**src/rtl/ref_window_scan_ctrl.sv**
```systemverilog
// Reference window scan controller: owns the reference memory port, accepts window
// loads while idle, then streams every candidate block to the SAD engine.
module ref_window_scan_ctrl #(
    parameter int DATA_WIDTH = 8,
    parameter int WIN_DIM    = 16,
    parameter int BLK_DIM    = 4,
    localparam int N  = WIN_DIM - BLK_DIM + 1,
    localparam int AW = $clog2(WIN_DIM * WIN_DIM),
    localparam int CW = (N > 1) ? $clog2(N) : 1
) (
    input  logic                  in_clk,
    input  logic                  in_rst,
    input  logic                  in_start,
    input  logic                  in_load_valid,
    input  logic [AW-1:0]         in_load_addr,
    input  logic [DATA_WIDTH-1:0] in_load_data,
    output logic                  out_load_ready,
    output logic                  out_mem_write_en,
    output logic [AW-1:0]         out_mem_write_addr,
    output logic [DATA_WIDTH-1:0] out_mem_write_data,
    output logic [AW-1:0]         out_mem_read_addr,
    input  logic [DATA_WIDTH-1:0] in_mem_read_data,
    output logic                  out_pix_valid,
    output logic [DATA_WIDTH-1:0] out_pix_data,
    input  logic                  in_pix_ready,
    output logic                  out_pix_first,
    output logic                  out_pix_last,
    output logic [CW-1:0]         out_cand_x,
    output logic [CW-1:0]         out_cand_y,
    output logic                  out_busy,
    output logic                  out_done
);
    localparam int BW = (BLK_DIM > 1) ? $clog2(BLK_DIM) : 1;

    // state  | meaning
    // S_IDLE | window loads accepted, waiting for in_start
    // S_SCAN | issuing reads and presenting beats
    // S_DONE | one-cycle completion pulse
    typedef enum logic [1:0] {S_IDLE, S_SCAN, S_DONE} state_t;

    state_t          r_state, w_state_nxt;
    logic [CW-1:0]   r_cx, r_cy, r_pres_cx, r_pres_cy;
    logic [BW-1:0]   r_bx, r_by;
    logic [AW-1:0]   r_pres_addr, w_issue_addr;
    logic            r_issue_done, r_valid, r_pres_first, r_pres_last, r_pres_end;
    logic            w_bx_last, w_by_last, w_cx_last, w_cy_last;
    logic            w_accept, w_stall, w_issue;

    assign w_bx_last = (r_bx == BW'(BLK_DIM - 1));
    assign w_by_last = (r_by == BW'(BLK_DIM - 1));
    assign w_cx_last = (r_cx == CW'(N - 1));
    assign w_cy_last = (r_cy == CW'(N - 1));

    assign w_accept = r_valid && in_pix_ready;
    assign w_stall  = r_valid && !in_pix_ready;
    assign w_issue  = (r_state == S_SCAN) && !r_issue_done && !w_stall;

    assign w_issue_addr = (AW'(r_cy) + AW'(r_by)) * AW'(WIN_DIM) + AW'(r_cx) + AW'(r_bx);

    // During a stall the presented address is re-read so the registered memory output holds.
    assign out_mem_read_addr = w_stall ? r_pres_addr : w_issue_addr;

    assign out_mem_write_en   = in_load_valid && out_load_ready;
    assign out_mem_write_addr = in_load_addr;
    assign out_mem_write_data = in_load_data;

    assign out_pix_valid = r_valid;
    assign out_pix_data  = in_mem_read_data;
    assign out_pix_first = r_valid && r_pres_first;
    assign out_pix_last  = r_valid && r_pres_last;
    assign out_cand_x    = r_pres_cx;
    assign out_cand_y    = r_pres_cy;

    always_comb begin
        w_state_nxt    = r_state;
        out_load_ready = 1'b0;
        out_busy       = 1'b0;
        out_done       = 1'b0;
        case (r_state)
            S_IDLE: begin
                out_load_ready = 1'b1;
                if (in_start) w_state_nxt = S_SCAN;
            end
            S_SCAN: begin
                out_busy = 1'b1;
                if (w_accept && r_pres_end) w_state_nxt = S_DONE;
            end
            S_DONE: begin
                out_done    = 1'b1;
                w_state_nxt = S_IDLE;
            end
            default: w_state_nxt = S_IDLE;
        endcase
    end

    always_ff @(posedge in_clk) begin
        if (in_rst) begin
            r_state      <= S_IDLE;
            r_cx         <= '0;
            r_cy         <= '0;
            r_bx         <= '0;
            r_by         <= '0;
            r_pres_cx    <= '0;
            r_pres_cy    <= '0;
            r_pres_addr  <= '0;
            r_issue_done <= 1'b0;
            r_valid      <= 1'b0;
            r_pres_first <= 1'b0;
            r_pres_last  <= 1'b0;
            r_pres_end   <= 1'b0;
        end else begin
            r_state <= w_state_nxt;
            if (r_state == S_IDLE && in_start) r_issue_done <= 1'b0;
            if (w_issue) begin
                r_valid      <= 1'b1;
                r_pres_addr  <= w_issue_addr;
                r_pres_cx    <= r_cx;
                r_pres_cy    <= r_cy;
                r_pres_first <= (r_bx == '0) && (r_by == '0);
                r_pres_last  <= w_bx_last && w_by_last;
                r_pres_end   <= w_bx_last && w_by_last && w_cx_last && w_cy_last;
                // Counters wrap to zero after the final beat so IDLE reads address 0.
                if (w_bx_last) begin
                    r_bx <= '0;
                    if (w_by_last) begin
                        r_by <= '0;
                        if (w_cx_last) begin
                            r_cx <= '0;
                            if (w_cy_last) begin
                                r_cy         <= '0;
                                r_issue_done <= 1'b1;
                            end else begin
                                r_cy <= r_cy + 1'b1;
                            end
                        end else begin
                            r_cx <= r_cx + 1'b1;
                        end
                    end else begin
                        r_by <= r_by + 1'b1;
                    end
                end else begin
                    r_bx <= r_bx + 1'b1;
                end
            end else if (w_accept) begin
                r_valid <= 1'b0;
            end
        end
    end
endmodule

```
**config.mk**
```make
export PLATFORM = sky130hd
export DESIGN_NAME = ref_window_scan_ctrl
export DESIGN_NICKNAME = d
export VERILOG_FILES = /design/src/rtl/ref_window_scan_ctrl.sv
export SDC_FILE = /design/constraint.sdc
export NUM_CORES = 1
export LEC_CHECK = 0
export ABC_AREA = 1
export BUFFER_PORTS_ARGS = -buffer_cell sky130_fd_sc_hd__buf_2
export CAP_MARGIN = 0
export CORE_UTILIZATION = 54
export CTS_BUF_LIST = sky130_fd_sc_hd__clkbuf_4 sky130_fd_sc_hd__clkbuf_8 sky130_fd_sc_hd__clkbuf_16
export CTS_CLUSTER_SIZE = 14
export DETAILED_ROUTE_END_ITERATION = 8
export PLACE_DENSITY = 0.89
export SETUP_SLACK_MARGIN = 0.4
export SLEW_MARGIN = 15
export SYNTH_ARGS = -nofsm -noshare
export SYNTH_HDL_FRONTEND = slang
export SYNTH_SLANG_ARGS = --single-unit
```
**constraint.sdc**
```tcl
create_clock -name in_clk -period 3.1 [get_ports in_clk]
set_input_delay 0.31 -clock in_clk [delete_from_list [all_inputs] [get_ports in_clk]]
set_output_delay 0.31 -clock in_clk [all_outputs]
set_load 0.05 [all_outputs]
```
# ---- Word level (Yosys, flattened, before mapping)
# Index checks and enable logic that the tools add are counted.
dict set report word_totals {
  elab_cells 71
  inputBits 29
  reg_bits 35
}
dict set report classes {
  reduce_logical 24
  add_sub_neg 7
  mux 19
  n_eq_ne 8
}
# cell count
set op_table {}
lappend op_table {{$logic_and A1 B1 Y1} 13}
lappend op_table {{$mux W1} 11}
lappend op_table {{$add A4 B1 Y4 const B} 2}
lappend op_table {{$add A8 B2 Y8} 1}
lappend op_table {{$add A8 B4 Y8} 1}
lappend op_table {{$eq A4 B4 Y1 const B} 2}
lappend op_table {{$mux W2} 4}
lappend op_table {{$mux W4} 2}
lappend op_table {{$mux W8} 1}
lappend op_table {{$eq A2 B2 Y1 const B} 3}
lappend op_table {{$logic_not A2 Y1} 3}
lappend op_table {{$add A2 B1 Y2 const B} 2}
lappend op_table {{$add A4 B2 Y4} 1}
lappend op_table {{$pmux W2 S2} 1}
lappend op_table {{$reduce_and A2 Y1} 2}
lappend op_table {{$reduce_and A4 Y1} 1}
lappend op_table {{$logic_not A1 Y1} 3}
lappend op_table {{$reduce_and A3 Y1} 1}
lappend op_table {{$eq A2 B1 Y1 const B} 1}
lappend op_table {{$ne A2 B1 Y1 const B} 1}
lappend op_table {{$ne A2 B2 Y1 const B} 1}
lappend op_table {{$reduce_bool A2 Y1} 1}

# ---- Longest topological paths before layout
# Gate-level depths: netlist (run 1).
dict set report depth {
  ltp_word 8
  ltp_mapped 11
}

# ---- Least setup slack after synthesis (run 1)
# OpenSTA, ideal clock, no wires.
dict set report synth_timing {
  path_type {flip-flop to output port}
  startpoint {register r_cx[0]}
  endpoint {output out_mem_read_addr[6]}
  path_buffers 0
  slack_ns 0.314
  required_time_ns 2.790
  t_arrival_ns 2.476
  path_stages_with_launch 8
  cell_sequence {dfxtp_1 > ha_1 > inv_1 > fa_1 > nor2_1 > nand3_1 > xor2_1 > o21ai_0}
}
dict set report synth_between {
  elab_chain_cells 3
}
# element line
set synth_lines {}
lappend synth_lines {{start: declaration} 42} ;# logic [CW-1:0] r_cx, r_cy, r_pres_cx, r_pres_cy;
lappend synth_lines {{start signal: assignment} 136} ;# r_cx <= r_cx + 1'b1;
lappend synth_lines {{$add A8 B4 Y8} 58} ;# assign w_issue_addr = (AW'(r_cy) + AW'(r_by)) * AW'(WIN_DIM) + AW'(r_cx) + AW'(r_bx);
lappend synth_lines {{$add A8 B2 Y8} 58}
lappend synth_lines {{$mux W8} 61} ;# assign out_mem_read_addr = w_stall ? r_pres_addr : w_issue_addr;
lappend synth_lines {{end: declaration} 21} ;# output logic [AW-1:0] out_mem_read_addr,
# Every way passes these cells.

# ---- Worst setup path after layout (run 1)
# Same ends and word-level chain as after synthesis.

==> results of run 1 <==
==> final timing paths <==
path                                  to  cells past startpoint                         from  slack, ns
max                 out_mem_read_addr[6]                      8         r_cx[0]$_SDFFE_PP0P_       0.61
min              r_state[0]$_SDFFE_PP0P_                      3                     in_start       0.30
max reg2reg  r_pres_addr[6]$_SDFFE_PP0N_                      9         r_cx[0]$_SDFFE_PP0P_       1.28
min reg2reg  r_pres_addr[0]$_SDFFE_PP0N_                      2  r_pres_addr[0]$_SDFFE_PP0N_       0.45
==> metrics by stage <==
step	hold WS, ns	std cells	utilization (%)	setup WS (ns)	area, um^2
detailed placement	0.442	326	56.4	0.919	2110
CTS	0.287	333	58.7	0.590	2200
floorplan	0.389	284	-	0.470	2160
global route	0.301	333	58.7	0.487	2200
global placement	0.436	326	56.4	0.965	2110
finish	0.297	333	58.7	0.607	2200
==> kinds of logic after synthesis <==
family / share of synthesized area (%)
buffers and inverters: 17.4
adder cells (fa/ha/maj): 8.81
AND/OR/NAND/NOR: 23.7
flip-flops: 32.5
XOR/XNOR: 3.25
AO/OA/AOI/OAI: 14.4
==> flip-flops by register name, indices dropped and copies added (netlist names) <==
signal and count:
r_bx 2, out_cand_y 4, out_cand_x 4, r_cy 4, r_by 2, r_pres_end 1
r_issue_done 1, r_state 2, r_pres_first 1, r_pres_last 1, r_cx 4, r_pres_addr 8
out_pix_valid 1
==> layer usage <==
metal,routed length (um),up-vias
met5,0,-
met4,90,0
met3,227,9
met2,1780,55
met1,1840,776
li1,-,892
==> worst min-delay path, cell delays in order <==
cell and delay (ns):
buf_2 0.10, nand2_1 0.07, a21oi_1 0.06
==> layout make-up <==
cell class              instances  area, um^2
clock inverters                 1        5.00
flip-flops and latches         35         701
multi-input cells             181        1080
fillers                       350        1550
repair buffers                 27         135
clock buffers                   6        82.6
inverters                      35         131
well taps                      48        60.1
==> power breakdown <==
group	internal [W]	switching [W]	total (W)
Clock	0.000174	0.000157	0.000331
Sequential	0.000473	0.0000131	0.000486
Combinational	0.0000406	0.000125	0.000166
Total	0.000688	0.000296	0.000983
==> synth_stat cells, types with 3 or more instances <==
cell type	number
a21oi_1	27
a21oi_2	4
buf_2	3
buf_4	24
clkbuf_1	3
dfxtp_1	35
ha_1	12
inv_1	32
inv_2	3
nand2_1	50
nand2_2	4
nand3_1	15
nand4_1	5
nor2_1	14
nor2_8	3
o21ai_0	28
xor2_1	6
==> results.md, run 1 <==
* Outcome: complete, no violations
* Most frequent cells in the layout: nand2_1, dfxtp_1, inv_1
* Commonest non-fill, non-tap cell in the layout: nand2_1
* Worst-path clk slew at 0.07 ns
* Vias at 1732
* Final setup violation count at 0
* Met2 Resource Use GR at 34.4%
* Hold buffer count at cts at 0
* Max Slew Vio Count at 0
* Power per cell area at 448 mW/mm^2
* Main synth FF type: dfxtp_1
* Seq/Total Area, Yosys at 32.5%
* Remaining DRCs at 0
* Postcts setup bufs at 0
* Total iterations of the first detailed-routing run at 4
* TritonCTS buffer count at 5
* Drt wl/cell at 11.8 um
* Routed WL at 3940 um
* Tot Pwr at 0.000983 W
* Clock buffer depth at 2
* H-tree levels at 2
* Critical path's top delay family: adder cells
* Top-area cell type share of the netlist area at 32.5%
* Tot GR Track Use at 20.1%
* Fin. Hold Viols at 0
* Post-synth ARST share at 0%
* Clock Latency Late Sink at 0.29 ns
* #FFs+latches synth at 35
* Cell taking the most area after synthesis: dfxtp_1
* Grt ovf at 0
* Unrepaired setup endpoints after global routing: false
* Placer congestion estimate at 0.878
* Port Buffers at 27
* Routed Antenna Nets at 0
* Unique masters post-synth at 28
* ANT cells at 0
* Starting Density at 57.7%
* Ports at 76
* Post-Synthesis Cell Area at 0.00216 mm^2
* Rel. slew slack at 64.6%
* Initial antenna violation count at 0
* Net Count, Synth at 327
* Leakage at 0.992 nW
* Post-cts resize count at 0
* Syn. warnings at 0
* Tmin final at 2.49 ns
* CP bufs+invs at 2
* Period utilization at 80.4%
* Vias/cell at 5.20
* Global-route wire length before repair at 6580 um
* CTS Root Cell: clkbuf_8
* Row count at 22
* CP max FO at 4
* Least-Margin Pin Slew at 0.530 ns
* Vias in the first global route at 1585
* Worst Setup Path Type: register to primary output
* Critical path arrival at 2.18 ns
* CTS tree: built
* Worst path max stage delay at 0.41 ns
* Final Skew at 0.00407 ns
* Post-Synthesis Cells at 284
* Slowest CP cell: dfxtp_1
* Worst vdd ir at 199 uV
* Highest clock rate at 401 MHz
* Die Y at 65.2 um
* Avg Cell Area, Syn at 7.60 um^2
* Worst path required time at 2.79 ns
* Met3 usage at 6.08%
* MaxCap Viol Count at 0
* Clock Sinks at 35
* Initial drt markers at 45
* Final setup TNS at 0 ns
* Synth area leaders: dfxtp_1, nand2_1, buf_4
* Post-DP HPWL at 2820 um
* Critical Path Source Type: register
* Layout net count at 328
* GR Util met1 at 22.5%
* CP cell instances: ha_1 -> inv_1 -> fa_1 -> nor2_1 -> nand3_1 -> xor2_1 -> o21ai_1 -> buf_2
* Largest net degree at the start of global routing at 35
* Die area at 0.00425 mm^2
* Gr busiest metal: met2
* Hold crit path type: primary input to register
* Share of layout cells above drive strength 1 at 19.3%
* Setup crit end kind: primary output
* EDFF count, synth at 0
* Die Width at 65.2 um
* Area grow syn2layout at 1.80%
* Core box area at 0.00374 mm^2
(Power assumes the default switching activity.)
==> run 2, diff against run 1 <==
--- a/config.mk
+++ b/config.mk
@@ -8,11 +8,11 @@
 export ABC_AREA = 1
 export BUFFER_PORTS_ARGS = -buffer_cell sky130_fd_sc_hd__buf_2
 export CAP_MARGIN = 0
-export CORE_UTILIZATION = 54
+export CORE_UTILIZATION = 50
 export CTS_BUF_LIST = sky130_fd_sc_hd__clkbuf_4 sky130_fd_sc_hd__clkbuf_8 sky130_fd_sc_hd__clkbuf_16
 export CTS_CLUSTER_SIZE = 14
 export DETAILED_ROUTE_END_ITERATION = 8
-export PLACE_DENSITY = 0.89
+export PLACE_DENSITY = 0.83
 export SETUP_SLACK_MARGIN = 0.4
 export SLEW_MARGIN = 15
 export SYNTH_ARGS = -nofsm -noshare
==> constraint.sdc (replaced) <==
create_clock -name in_clk -period 2.4 [get_ports in_clk]
set_input_delay 0.24 -clock in_clk [delete_from_list [all_inputs] [get_ports in_clk]]
set_output_delay 0.24 -clock in_clk [all_outputs]
set_load 0.05 [all_outputs]
==> run 2 against run 1 <==
Sequential share of layout area fell by 2.4 points. Critical endpoint is now out_mem_read_addr[7]. Routed wire length up 8.2%. Combinational power increased by 38%. Final cell count rose by 3.3%. Setup slack got worse by 0.43 ns. Final area is 10% higher. Global-route usage up 0.11 points. Critical path depth stayed put. Flip-flop and latch count did not move.
==> results.md, run 2 (synthesized netlist as in run 1, its figures left out) <==
* Fillers at 377
* Initial antenna violation count at 0
* Multi-input gate area at 0.00116 mm^2
* Tmin final at 2.22 ns
* Worst-path clk slew at 0.07 ns
* Tot GR Track Use at 20.2%
* Highest clock rate at 449 MHz
* Final instance area at 0.00242 mm^2
* Row count at 23
* Leakage at 1.07 nW
* Fin. Hold Viols at 0
* Setup crit end kind: primary output
* Die Width at 67.7 um
* Crit Reg-Reg Endpoint: r_pres_addr[6]$_SDFFE_PP0N_
* Clock Latency Late Sink at 0.29 ns
* Final setup TNS at 0 ns
* Critical path's top delay family: adder cells
* Worst Min Path Start: in_start
* Initial drt markers at 71
* Placed Area at 0.00212 mm^2
* Outcome: complete, no violations
* ANT cells at 0
* Worst path required time at 2.16 ns
* Unrepaired setup endpoints after global routing: true
* Vias at 1762
* Share of layout cells above drive strength 1 at 28.9%
* Most flop-heavy register: r_pres_addr
* Placer congestion estimate at 0.858
* FF-to-FF Start: r_by[0]$_SDFFE_PP0P_
* Worst Setup Path Type: register to primary output
* Rel. slew slack at 63.0%
* Total iterations of the first detailed-routing run at 4
* Slowest CP cell: fa_2
* Clock Sinks at 35
* Worst path max stage delay at 0.57 ns
* CTS Root Cell: clkbuf_8
* Final Skew at 0.00515 ns
* Period utilization at 92.7%
* Vias in the first global route at 1597
* Hold crit path type: primary input to register
* Starting Density at 52.8%
* Routed Antenna Nets at 0
* MaxCap Viol Count at 0
* Die Y at 67.7 um
* Met2 Resource Use GR at 34.0%
* Gr busiest metal: met2
* Critical Path Source Type: register
* Critical path arrival at 1.98 ns
* Die area at 0.00458 mm^2
* CP max FO at 4
* CP bufs+invs at 1
* Power per cell area at 579 mW/mm^2
* Max FFs per register at 8
* Worst hold path depth at 3
* R2R cell count at 7
* CTS tree: built
* Clock buffer depth at 2
* Hold EP: r_state[0]$_SDFFE_PP0P_
* CP cell instances: ha_4 -> fa_2 -> nand3_1 -> nor2_2 -> nand2_1 -> nand3_2 -> o21ai_2 -> buf_6
* Met3 usage at 6.42%
* Largest net degree at the start of global routing at 35
* Comb pwr share at 16.3%
* GR Util met1 at 23.1%
* Grt ovf at 0
* Int Pwr at 0.00100 W
* Most frequent cells in the layout: nand2_1, inv_1, dfxtp_1
* Core box area at 0.00409 mm^2
* Remaining DRCs at 0
* Final setup violation count at 0
* Global-route wire length before repair at 6820 um
* H-tree levels at 2
* R2r setup slk at 0.76 ns
* Post-DP HPWL at 2820 um
* Sw Share at 28.5%
* Ports at 76
* TritonCTS buffer count at 5
* Port Buffers at 27
* Sequential power share at 44.4%
* Utilization after layout at 59.3%
* Vias/cell at 5.12
* Least-Margin Pin Slew at 0.555 ns
* Seq. cell area at 716 um^2
* Layout net count at 336
* Area grow syn2layout at 12.3%
* Power share of the clock group at 39.3%
* Max Slew Vio Count at 0
* Sw Pwr at 0.000400 W
* Commonest non-fill, non-tap cell in the layout: nand2_1
* Drt wl/cell at 12.4 um
* Worst vdd ir at 275 uV
* Routed WL at 4260 um
run 2: cell count changes in the layout (fill, tap and decap cells not counted), sizes merged:
cell,before,now
buf,27,35
bufinv,0,1
run 2: cell type report:
class                   instances  area share [%]
clock buffers                   6            3.41
clock inverters                 2            1.44
inverters                      35            5.42
multi-input cells             181            47.8
flip-flops and latches         35            29.5
well taps                      50            2.58
repair buffers                 35            9.86
run 2: per-stage QoR:
step	hold WS, ns	std cells	total power [W]	worst slack [ns]
global route	0.216	344	0.00147	0.0994
global placement	0.441	328	0.000854	0.321
finish	0.219	344	0.00140	0.175
floorplan	0.319	284	0.000930	0.301
detailed placement	0.444	328	0.000858	0.281
CTS	0.216	342	0.00141	0.176
run 2: what timing repair did:
action / in CTS / in global routing
endpoints found under the setup margin: 7 / 7
resized for setup: 27 / 12
buffers inserted: 6 / 2
pin swaps: 6 / 9
hold buffers: 0 / 0
gates cloned: 0 / 0
run 2: how the worst max path moves through the flow:
stage / start / endpoint / slack (ns) / cells after the start
2_1_floorplan: out_pix_valid$_SDFFE_PP0P_ / out_mem_read_addr[0] / 0.30 / 4
3_3_place_gp: r_cx[0]$_SDFFE_PP0P_ / out_mem_read_addr[6] / 0.32 / 8
3_5_place_dp: r_cx[0]$_SDFFE_PP0P_ / out_mem_read_addr[6] / 0.28 / 8
4_1_cts: r_by[0]$_SDFFE_PP0P_ / out_mem_read_addr[6] / 0.18 / 6
5_1_grt: r_by[0]$_SDFFE_PP0P_ / out_mem_read_addr[7] / 0.1 / 8
6_report: r_by[0]$_SDFFE_PP0P_ / out_mem_read_addr[7] / 0.18 / 8
run 2: per-layer routing:
| layer | share of wire (%) | up-vias |
|---|---|---|
| li1 | - | 909 |
| met3 | 5.3 | 12 |
| met2 | 48 | 42 |
| met5 | 0 | - |
| met4 | 1.6 | 0 |
| met1 | 45 | 799 |
run 2: power by group through the flow:
stage	combinational [W]	clock [W]	sequential, W
6_report	0.000229	0.000551	0.000624
5_1_grt	0.000249	0.000589	0.000627
4_1_cts	0.000225	0.000560	0.000625
3_5_place_dp	0.000217	0	0.000640
3_3_place_gp	0.000214	0	0.000640
2_1_floorplan	0.000249	0	0.000681
run 2: tightest hold or removal path, stage by stage:
cell and delay, ns:
buf_2 0.10, nand2_1 0.07, a21oi_1 0.06
